File: src/rtl/axi4_lite_wf_loader.sv
// AXI4-Lite slave that loads waveform tables into NUM_CH dual-port BRAMs.
// Provides channel select, an auto-incrementing write pointer, one-cycle
// BRAM write strobes, saturating per-channel load counters, a sticky wrap
// flag, and read-back of each channel's read-data count.
module axi4_lite_wf_loader #(
  parameter int C_S_AXI_DATA_WIDTH = 32,
  parameter int C_S_AXI_ADDR_WIDTH = 8,
  parameter int NUM_CH             = 4,
  parameter int WF_ADDR_W          = 10,
  parameter int WF_DATA_W          = 16
) (
  input  logic                              S_AXI_ACLK,
  input  logic                              S_AXI_ARESETN,
  // write address channel
  input  logic [C_S_AXI_ADDR_WIDTH-1:0]     S_AXI_AWADDR,
  input  logic [2:0]                        S_AXI_AWPROT,
  input  logic                              S_AXI_AWVALID,
  output logic                              S_AXI_AWREADY,
  // write data channel
  input  logic [C_S_AXI_DATA_WIDTH-1:0]     S_AXI_WDATA,
  input  logic [C_S_AXI_DATA_WIDTH/8-1:0]   S_AXI_WSTRB,
  input  logic                              S_AXI_WVALID,
  output logic                              S_AXI_WREADY,
  // write response channel
  output logic [1:0]                        S_AXI_BRESP,
  output logic                              S_AXI_BVALID,
  input  logic                              S_AXI_BREADY,
  // read address channel
  input  logic [C_S_AXI_ADDR_WIDTH-1:0]     S_AXI_ARADDR,
  input  logic [2:0]                        S_AXI_ARPROT,
  input  logic                              S_AXI_ARVALID,
  output logic                              S_AXI_ARREADY,
  // read data channel
  output logic [C_S_AXI_DATA_WIDTH-1:0]     S_AXI_RDATA,
  output logic [1:0]                        S_AXI_RRESP,
  output logic                              S_AXI_RVALID,
  input  logic                              S_AXI_RREADY,
  // waveform BRAM write port
  output logic [NUM_CH-1:0]                 o_wf_write_en,
  output logic [WF_ADDR_W-1:0]              o_wf_write_addr,
  output logic [WF_DATA_W-1:0]              o_wf_write_data,
  // per-channel read counts from the playback side
  input  logic [NUM_CH*32-1:0]              i_wf_read_data_num
);

  localparam int ADDR_LSB = 2;
  localparam int WORD_W   = C_S_AXI_ADDR_WIDTH - ADDR_LSB;
  localparam int NB       = C_S_AXI_DATA_WIDTH / 8;
  localparam logic [WF_ADDR_W:0] CNT_MAX = {1'b1, {WF_ADDR_W{1'b0}}};

  // AXI handshake state
  logic              awready_q, wready_q, bvalid_q, aw_en_q;
  logic [WORD_W-1:0] awaddr_q;
  logic              arready_q, rvalid_q;
  logic [WORD_W-1:0] araddr_q;
  logic [C_S_AXI_DATA_WIDTH-1:0] rdata_q;

  // register file
  logic [31:0]          ctrl_q, ctrl_d;
  logic [WF_ADDR_W-1:0] ptr_q, ptr_d;
  logic                 wrap_q, wrap_d;
  logic [WF_ADDR_W:0]   cnt_q [NUM_CH];
  logic [WF_ADDR_W:0]   cnt_d [NUM_CH];
  logic [NUM_CH-1:0]    wen_q, wen_d;
  logic [WF_ADDR_W-1:0] waddr_q, waddr_d;
  logic [WF_DATA_W-1:0] wdata_q, wdata_d;
  logic [31:0]          shadow_q [NUM_CH];

  logic [3:0]  chsel;
  logic        auto_inc;
  logic        chsel_invalid;
  logic        wr_fire;
  logic [31:0] wr_word;
  logic [31:0] rd_word;
  logic [31:0] rdata_mux;
  logic        unused_ok;

  assign chsel         = ctrl_q[11:8];
  assign auto_inc      = ctrl_q[0];
  assign chsel_invalid = (int'(chsel) >= NUM_CH);
  assign wr_fire       = awready_q && wready_q && S_AXI_AWVALID && S_AXI_WVALID;
  assign wr_word       = 32'(awaddr_q);
  assign rd_word       = 32'(araddr_q);
  assign unused_ok     = ^{S_AXI_AWPROT, S_AXI_ARPROT,
                           S_AXI_AWADDR[ADDR_LSB-1:0], S_AXI_ARADDR[ADDR_LSB-1:0]};

  // Write address/data acceptance and write response; aw_en blocks a new
  // write until the previous response has been taken.
  always_ff @(posedge S_AXI_ACLK or negedge S_AXI_ARESETN) begin
    if (!S_AXI_ARESETN) begin
      awready_q <= 1'b0;
      wready_q  <= 1'b0;
      aw_en_q   <= 1'b1;
      awaddr_q  <= '0;
      bvalid_q  <= 1'b0;
    end else begin
      awready_q <= 1'b0;
      wready_q  <= 1'b0;
      if (!awready_q && S_AXI_AWVALID && S_AXI_WVALID && aw_en_q) begin
        awready_q <= 1'b1;
        wready_q  <= 1'b1;
        aw_en_q   <= 1'b0;
        awaddr_q  <= S_AXI_AWADDR[C_S_AXI_ADDR_WIDTH-1:ADDR_LSB];
      end else if (S_AXI_BREADY && bvalid_q) begin
        aw_en_q   <= 1'b1;
      end
      if (wr_fire) begin
        bvalid_q <= 1'b1;
      end else if (S_AXI_BREADY && bvalid_q) begin
        bvalid_q <= 1'b0;
      end
    end
  end

  // Next-state of the register file and BRAM write port for an accepted write.
  always_comb begin
    ctrl_d  = ctrl_q;
    ptr_d   = ptr_q;
    wrap_d  = wrap_q;
    cnt_d   = cnt_q;
    wen_d   = '0;
    waddr_d = waddr_q;
    wdata_d = wdata_q;
    if (wr_fire) begin
      if (wr_word == 32'd0) begin
        for (int unsigned b = 0; b < NB; b++) begin
          if (S_AXI_WSTRB[b]) ctrl_d[b*8 +: 8] = S_AXI_WDATA[b*8 +: 8];
        end
        ctrl_d[31] = 1'b0;
        if (S_AXI_WSTRB[3] && S_AXI_WDATA[31]) begin
          for (int unsigned k = 0; k < NUM_CH; k++) cnt_d[k] = '0;
          wrap_d = 1'b0;
        end
      end else if (wr_word == 32'd1) begin
        for (int unsigned i = 0; i < WF_ADDR_W; i++) begin
          if (S_AXI_WSTRB[i/8]) ptr_d[i] = S_AXI_WDATA[i];
        end
      end else if (wr_word == 32'd2) begin
        if (!chsel_invalid) begin
          for (int unsigned k = 0; k < NUM_CH; k++) begin
            wen_d[k] = (32'(chsel) == k);
            if ((32'(chsel) == k) && (cnt_q[k] != CNT_MAX)) cnt_d[k] = cnt_q[k] + 1'b1;
          end
          waddr_d = ptr_q;
          wdata_d = S_AXI_WDATA[WF_DATA_W-1:0];
          if (auto_inc) begin
            ptr_d = ptr_q + 1'b1;
            if (&ptr_q) wrap_d = 1'b1;
          end
        end
      end else if (wr_word == 32'd3) begin
        if (S_AXI_WSTRB[0] && S_AXI_WDATA[0]) wrap_d = 1'b0;
      end
    end
  end

  // Register file and BRAM write port state.
  always_ff @(posedge S_AXI_ACLK or negedge S_AXI_ARESETN) begin
    if (!S_AXI_ARESETN) begin
      ctrl_q  <= '0;
      ptr_q   <= '0;
      wrap_q  <= 1'b0;
      for (int unsigned k = 0; k < NUM_CH; k++) cnt_q[k] <= '0;
      wen_q   <= '0;
      waddr_q <= '0;
      wdata_q <= '0;
    end else begin
      ctrl_q  <= ctrl_d;
      ptr_q   <= ptr_d;
      wrap_q  <= wrap_d;
      cnt_q   <= cnt_d;
      wen_q   <= wen_d;
      waddr_q <= waddr_d;
      wdata_q <= wdata_d;
    end
  end

  // Shadow copy of the per-channel read counts, refreshed every clock.
  always_ff @(posedge S_AXI_ACLK or negedge S_AXI_ARESETN) begin
    if (!S_AXI_ARESETN) begin
      for (int unsigned k = 0; k < NUM_CH; k++) shadow_q[k] <= '0;
    end else begin
      for (int unsigned k = 0; k < NUM_CH; k++) shadow_q[k] <= i_wf_read_data_num[k*32 +: 32];
    end
  end

  // Read address decode into the register map.
  always_comb begin
    rdata_mux = '0;
    if (rd_word == 32'd0) begin
      rdata_mux = {1'b0, ctrl_q[30:0]};
    end else if (rd_word == 32'd1) begin
      rdata_mux = 32'(ptr_q);
    end else if (rd_word == 32'd3) begin
      rdata_mux = {30'd0, chsel_invalid, wrap_q};
    end else begin
      for (int unsigned k = 0; k < NUM_CH; k++) begin
        if (rd_word == 4 + k)          rdata_mux = shadow_q[k];
        if (rd_word == 4 + NUM_CH + k) rdata_mux = 32'(cnt_q[k]);
      end
    end
  end

  // Read address acceptance and registered read data.
  always_ff @(posedge S_AXI_ACLK or negedge S_AXI_ARESETN) begin
    if (!S_AXI_ARESETN) begin
      arready_q <= 1'b0;
      araddr_q  <= '0;
      rvalid_q  <= 1'b0;
      rdata_q   <= '0;
    end else begin
      arready_q <= 1'b0;
      if (!arready_q && S_AXI_ARVALID && !rvalid_q) begin
        arready_q <= 1'b1;
        araddr_q  <= S_AXI_ARADDR[C_S_AXI_ADDR_WIDTH-1:ADDR_LSB];
      end
      if (arready_q && S_AXI_ARVALID && !rvalid_q) begin
        rvalid_q <= 1'b1;
        rdata_q  <= C_S_AXI_DATA_WIDTH'(rdata_mux);
      end else if (rvalid_q && S_AXI_RREADY) begin
        rvalid_q <= 1'b0;
      end
    end
  end

  assign S_AXI_AWREADY   = awready_q;
  assign S_AXI_WREADY    = wready_q;
  assign S_AXI_BVALID    = bvalid_q;
  assign S_AXI_BRESP     = 2'b00;
  assign S_AXI_ARREADY   = arready_q;
  assign S_AXI_RVALID    = rvalid_q;
  assign S_AXI_RDATA     = rdata_q;
  assign S_AXI_RRESP     = 2'b00;
  assign o_wf_write_en   = wen_q;
  assign o_wf_write_addr = waddr_q;
  assign o_wf_write_data = wdata_q;

endmodule

File: config.mk
export PLATFORM = sky130hd
export DESIGN_NAME = axi4_lite_wf_loader
export DESIGN_NICKNAME = d
export VERILOG_FILES = /design/src/rtl/axi4_lite_wf_loader.sv
export SDC_FILE = /design/constraint.sdc
export NUM_CORES = 1
export LEC_CHECK = 0
export ABC_AREA = 1
export BUFFER_PORTS_ARGS = -buffer_cell sky130_fd_sc_hd__buf_4
export CORE_AREA = 2 2 216 197
export CTS_CLUSTER_DIAMETER = 200
export DETAILED_ROUTE_END_ITERATION = 8
export DIE_AREA = 0 0 218 199
export PLACE_DENSITY = 0.49
export SLEW_MARGIN = 20
export SYNTH_ARGS = -nofsm -noshare
export SYNTH_HDL_FRONTEND = slang
export SYNTH_SLANG_ARGS = --single-unit
File: constraint.sdc
create_clock -name S_AXI_ACLK -period 1.9 [get_ports S_AXI_ACLK]
set_input_delay 0.095 -clock S_AXI_ACLK [delete_from_list [all_inputs] [get_ports S_AXI_ACLK]]
set_output_delay 0.095 -clock S_AXI_ACLK [all_outputs]
set_load 0.005 [all_outputs]
Word level (Yosys, flattened, before mapping). Cells that the tools add are included. Widths: inputs -> output; s select.

Output and inout bits: 71. Word-level logic and storage cells: 168. Flip-flop bits (word level): 293. Input bits: 193.

$lt $le $gt $ge: 1. Bitwise gates (word level): 3. Muxes and demuxes: 56. Reduce and logical (&&, ||, !) cells: 48. Equality and inequality tests: 29. $add $sub $neg: 5.

Operators with widths (number): $mux 32 (11); $mux 44 (5); $logic_not 32->1 (2); $add 11x1->11 const B (4); $mux 11 (4); $ne 11x11->1 const B (4); $mux 10 (4); $reduce_and 6->1 (6); $mux 1 (27); $eq 6x3->1 const B (4); $eq 6x4->1 const B (4); $mux 4 (5); $reduce_bool 2->1 (10); $eq 6x2->1 const B (3); $logic_and 1x1->1 (17); $eq 6x1->1 const B (2); $reduce_and 3->1 (4); $add 10x1->10 const B (1); $reduce_and 10->1 (1); $eq 4x2->1 const B (2); $reduce_and 8->1 (1); $ne 2x1->1 const B (3); $ne 2x2->1 const B (3); $ne 3x3->1 const B (2); 8 further kinds (13).

Depth between registers and ports, before layout.
Word-level depth: 12. Mapped depth: 14. Mapped depth without buffers: 14.

Worst setup path before layout. OpenSTA, ideal clock, no wires.

Path kind: flip-flop to flip-flop. Start: register awaddr_q[3]. End: register cnt_q[25] (netlist name). Clock period less this slack: 1.687 ns. Data required time: 1.781 ns. Arrival: 1.568 ns. Buffers on the path: 1. Cell stages (with the launch flop): 12. Slack: 0.213 ns. Setup time: 0.119 ns. Cells stage by stage: dfrtp_1 > nor2_1 > nand2_2 > nor2_4 > nand2_2 > inv_4 > a21oi_4 > nand2_2 > nand2_2 > buf_4 > a21oi_1 > nor2_1.

Cells in the longest elaborated chain, start to end: 3. Elaborated cells between the ends (all ways): 10. Those cells by class: eq/ne: 5; mux: 1; reduce/logical: 4.

Ends and longest elaborated chain: start: declaration (line 53) `logic [WORD_W-1:0] awaddr_q;`; start signal: assignment (line 103) `awaddr_q <= S_AXI_AWADDR[C_S_AXI_ADDR_WIDTH-1:ADDR_LSB];`; $logic_not 32->1 (tied with other cells) (line 125) `if (wr_word == 32'd0) begin`; $ne 2x1->1 (no line) (tied with other cells); $reduce_and 6->1 (no line); end signal: assignment (line 171) `cnt_q <= cnt_d;`; end: declaration (line 62) `logic [WF_ADDR_W:0] cnt_q [NUM_CH];`.

Parallel ways exist; a longest one is shown, timed or not. A chain may end at the register's enable or synchronous reset.

Worst setup path in the final report.
Start: register awaddr_q[5]. End: register cnt_q[19] (netlist name).

The elaborated chain is that of the path after synthesis.

==> results.tsv <==
stage	metric	value	unit
global_routing	globalRouteOverflowTotal	0	
sta	fin_ws	-0.01261	ns
setup_path	critPathCaptureType	flop	
die	io_pins	264	
die	die_h	199	um
global_routing	grt_pass1_vias	11470	
logic_synthesis	synth_enable_flop_cells	0	
die	coreArea	0.04122	sq mm
cts	htreeDepth	2	
finish	diodes	0	
sta	fmax	522.8	MHz
cts	numCtsBuffers	35	
setup_path	start_kind	flop	
drt	vias	10920	
logic_synthesis	async_flop_share	100.0	%
hold_path	hold_class	in2reg	
finish	nNetsFinal	2034	
finish	post-route-util	45.59	%
placed_design	dp_hpwl	29520	um
pwr	ir_worst_vdd	0.0007473	V
drt	first_pass_iters	5	
finish	areaGrowthSynthToFinish	53.89	%
logic_synthesis	synth.area.top_cells	dfrtp_1 (60%), nand2_1 (10%), o21ai_0 (3.2%)	
sta	rsz0062_at_grt	true	
drt	first_iter_violations	672	
setup_path	worstPathArrival	2.32	ns
pwr	powerDensity	1004	mW/mm^2
placed_design	gp_congestion	0.8789	
cts	insertion_delay	0.53	ns
sta	period_share	100.7	%
logic_synthesis	syn-cell-area	0.01221	sq mm
sta	period_needed	1.913	ns
drt	viasPerCell	4.546	
cts	cts_max_path_buffers	3	
logic_synthesis	synth.largest_area_cell	dfrtp_1	
placed_design	dp_slack	-0.1509	ns
logic_synthesis	ys_types	42	
run_status	failed_checks	negative setup slack	
logic_synthesis	ys_ff_latch	293	
die	die-width	218	um
logic_synthesis	yosysSeqAreaShare	60.06	%
placed_design	io_buffers	249	
logic_synthesis	synth_top_flop_cell	dfrtp_1	
die	initial_core_util	29.62	%
cts	cts_sinks	293	
global_routing	antenna_found_initial	1	
cts	tritoncts	done	
sta	final.setup_skew	0.01833	ns
logic_synthesis	avgSynthCellArea	9.407	sq um
sta	timing.slew.headroom	57.18	%
logic_synthesis	synthMostInstantiatedCell	nand2_1	
sta	finalMaxSlewViolations	0	
logic_synthesis	yosysTopAreaCellShare	59.84	%
drt	avgRoutedWirePerCell	17.40	um
pwr	p_leak	9.081	nW
global_routing	grt_usage	19.36	%
setup_path	regToRegSetupSlack	-0.01	ns
finish	layout-drive-gt1-share	27.32	%
sta	tightest_slew	0.6364	ns
sta	setup_viol	2	
global_routing	grt_first_pass_wirelength	64500	um
setup_path	path_max_fanout	5	
cts	clkTransAtPathRegs	0.06	ns
logic_synthesis	synth_cells	1298	
pwr	total_power	18.87	mW
sta	hold_viol	0	
drt	ant_nets	0	
run	cap_violations	0	
sta	fin_setup_tns	-0.01271	ns
die	die-area	0.04338	sq mm
drt	drc_errors	0	
setup_path	cp_data_required_time	2.31	ns
run_status	outcome	finished with violations	
setup_path	path_class	reg2reg	
global_routing	grt_max_degree	73	
cts	root_buffer	clkbuf_16	
logic_synthesis	ys_warn_count	0	
drt	wirelength	41820	um
logic_synthesis	synth_common_cells	nand2_1 (325), dfrtp_1 (292), inv_1 (99)	
die	fp-row-count	71	
[worst max-delay path, cell delays in order, from the launching register on]
cell and delay [ns]:
dfrtp_1 0.39, nor2_2 0.16, nand2_2 0.10, nor2_4 0.12, nand2_2 0.12, inv_4 0.08, a21oi_4 0.08, buf_4 0.16
buf_4 0.13, nand2_4 0.13, nand2_8 0.08, buf_4 0.14, nand2_1 0.05, o21ai_1 0.06
[cell families after synthesis]
kind of cell	count (synthesis)	synth area share, %
multiplexers	16	1.476
flip-flops	293	60.06
XOR/XNOR	26	1.865
buffers and inverters	158	5.236
AND/OR/NAND/NOR	557	19.32
AO/OA/AOI/OAI	238	11.10
other	1	0.03071
adder cells (fa/ha/maj)	9	0.9222
[placed cells by master (no fill, tap or decap), drive strengths merged]
master and count:
o211ai 6, o21bai 1, a31oi 2, dfstp 1
nor4 14, a221oi 21, dfrtp 292, a21oi 77
ha 9, nand4 20, dlygate4sd3 177, nor2 98
nand3b 1, clkinvlp 3, clkbuf 48, o21ai 108
conb 4, buf 365, o22ai 15, o31ai 2
nand3 67, clkinv 10, nor3 25, a21o 1
nand2 334, a22oi 3, inv 107, xor2 26
bufinv 1, a41oi 2, mux2 16
[final cells by class]
class                           count  area (sq um)
Tap cell                          547         684.4
Clock buffer                       47          1011
Inverter                          107         406.6
Clock inverter                     14         125.1
Multi-Input combinational cell    852          4467
Timing Repair Buffer              543          4763
Fill cell                        3987         22430
Sequential cell                   293          7333
[metal layers]
layer	global-route usage [%]	share of wire, %
met1	25.56	44
met2	31.64	47
met5	0	0.026
met4	4.812	2.0
met3	5.076	6.9
[final timing paths]
path,start,to,cells after the start
worst max-delay path,awaddr_q[5]$_DFFE_PN0P_,cnt_q[19]$_DFFE_PN0P_,13
worst min-delay path,S_AXI_AWVALID,S_AXI_WREADY$_DFF_PN0_,4
worst max register to register,awaddr_q[5]$_DFFE_PN0P_,cnt_q[19]$_DFFE_PN0P_,13
worst min register to register,cnt_q[41]$_DFFE_PN0P_,cnt_q[41]$_DFFE_PN0P_,2
max in group asynchronous,S_AXI_ARESETN,shadow_q[24]$_DFF_PN0_,3
min in group asynchronous,S_AXI_ARESETN,cnt_q[22]$_DFFE_PN0P_,2
[registers in the layout, indices dropped and copies added (netlist names)]
name             flops
ptr_q               10
S_AXI_BVALID         1
cnt_q               44
wrap_q               1
shadow_q           128
aw_en_q              1
S_AXI_RDATA         32
awaddr_q             6
o_wf_write_en        4
araddr_q             6
o_wf_write_data     16
S_AXI_WREADY         1
S_AXI_ARREADY        1
S_AXI_RVALID         1
o_wf_write_addr     10
ctrl_q              31
[power by group]
part           total, mW  switching [mW]  internal (mW)
logic               4.60            2.44           2.16
clock network       6.59            2.70           3.88
registers           7.68           0.614           7.06
total               18.9            5.76           13.1
[stage by stage]
stage,std cells,instance area [sq um],hold WS (ns)
final,2403,18790,0.05422
after global routing,2403,18790,0.05349
after detailed placement,2153,15570,0.03433
after floorplan,1301,12220,-0.2006
after CTS,2394,18530,0.01531
after global placement,2153,15570,0.03065
[what timing repair did]
item | CTS | global route
pin swaps | 3 | 8
buffers inserted | 3 | 6
endpoints found under the hold margin | 492 | 0
gates cloned | 0 | 3
hold buffers | 177 | 0
endpoints found under the setup margin | 70 | 120
gates resized for setup | 6 | 50
Note: power is estimated with default switching activity, not from simulation.
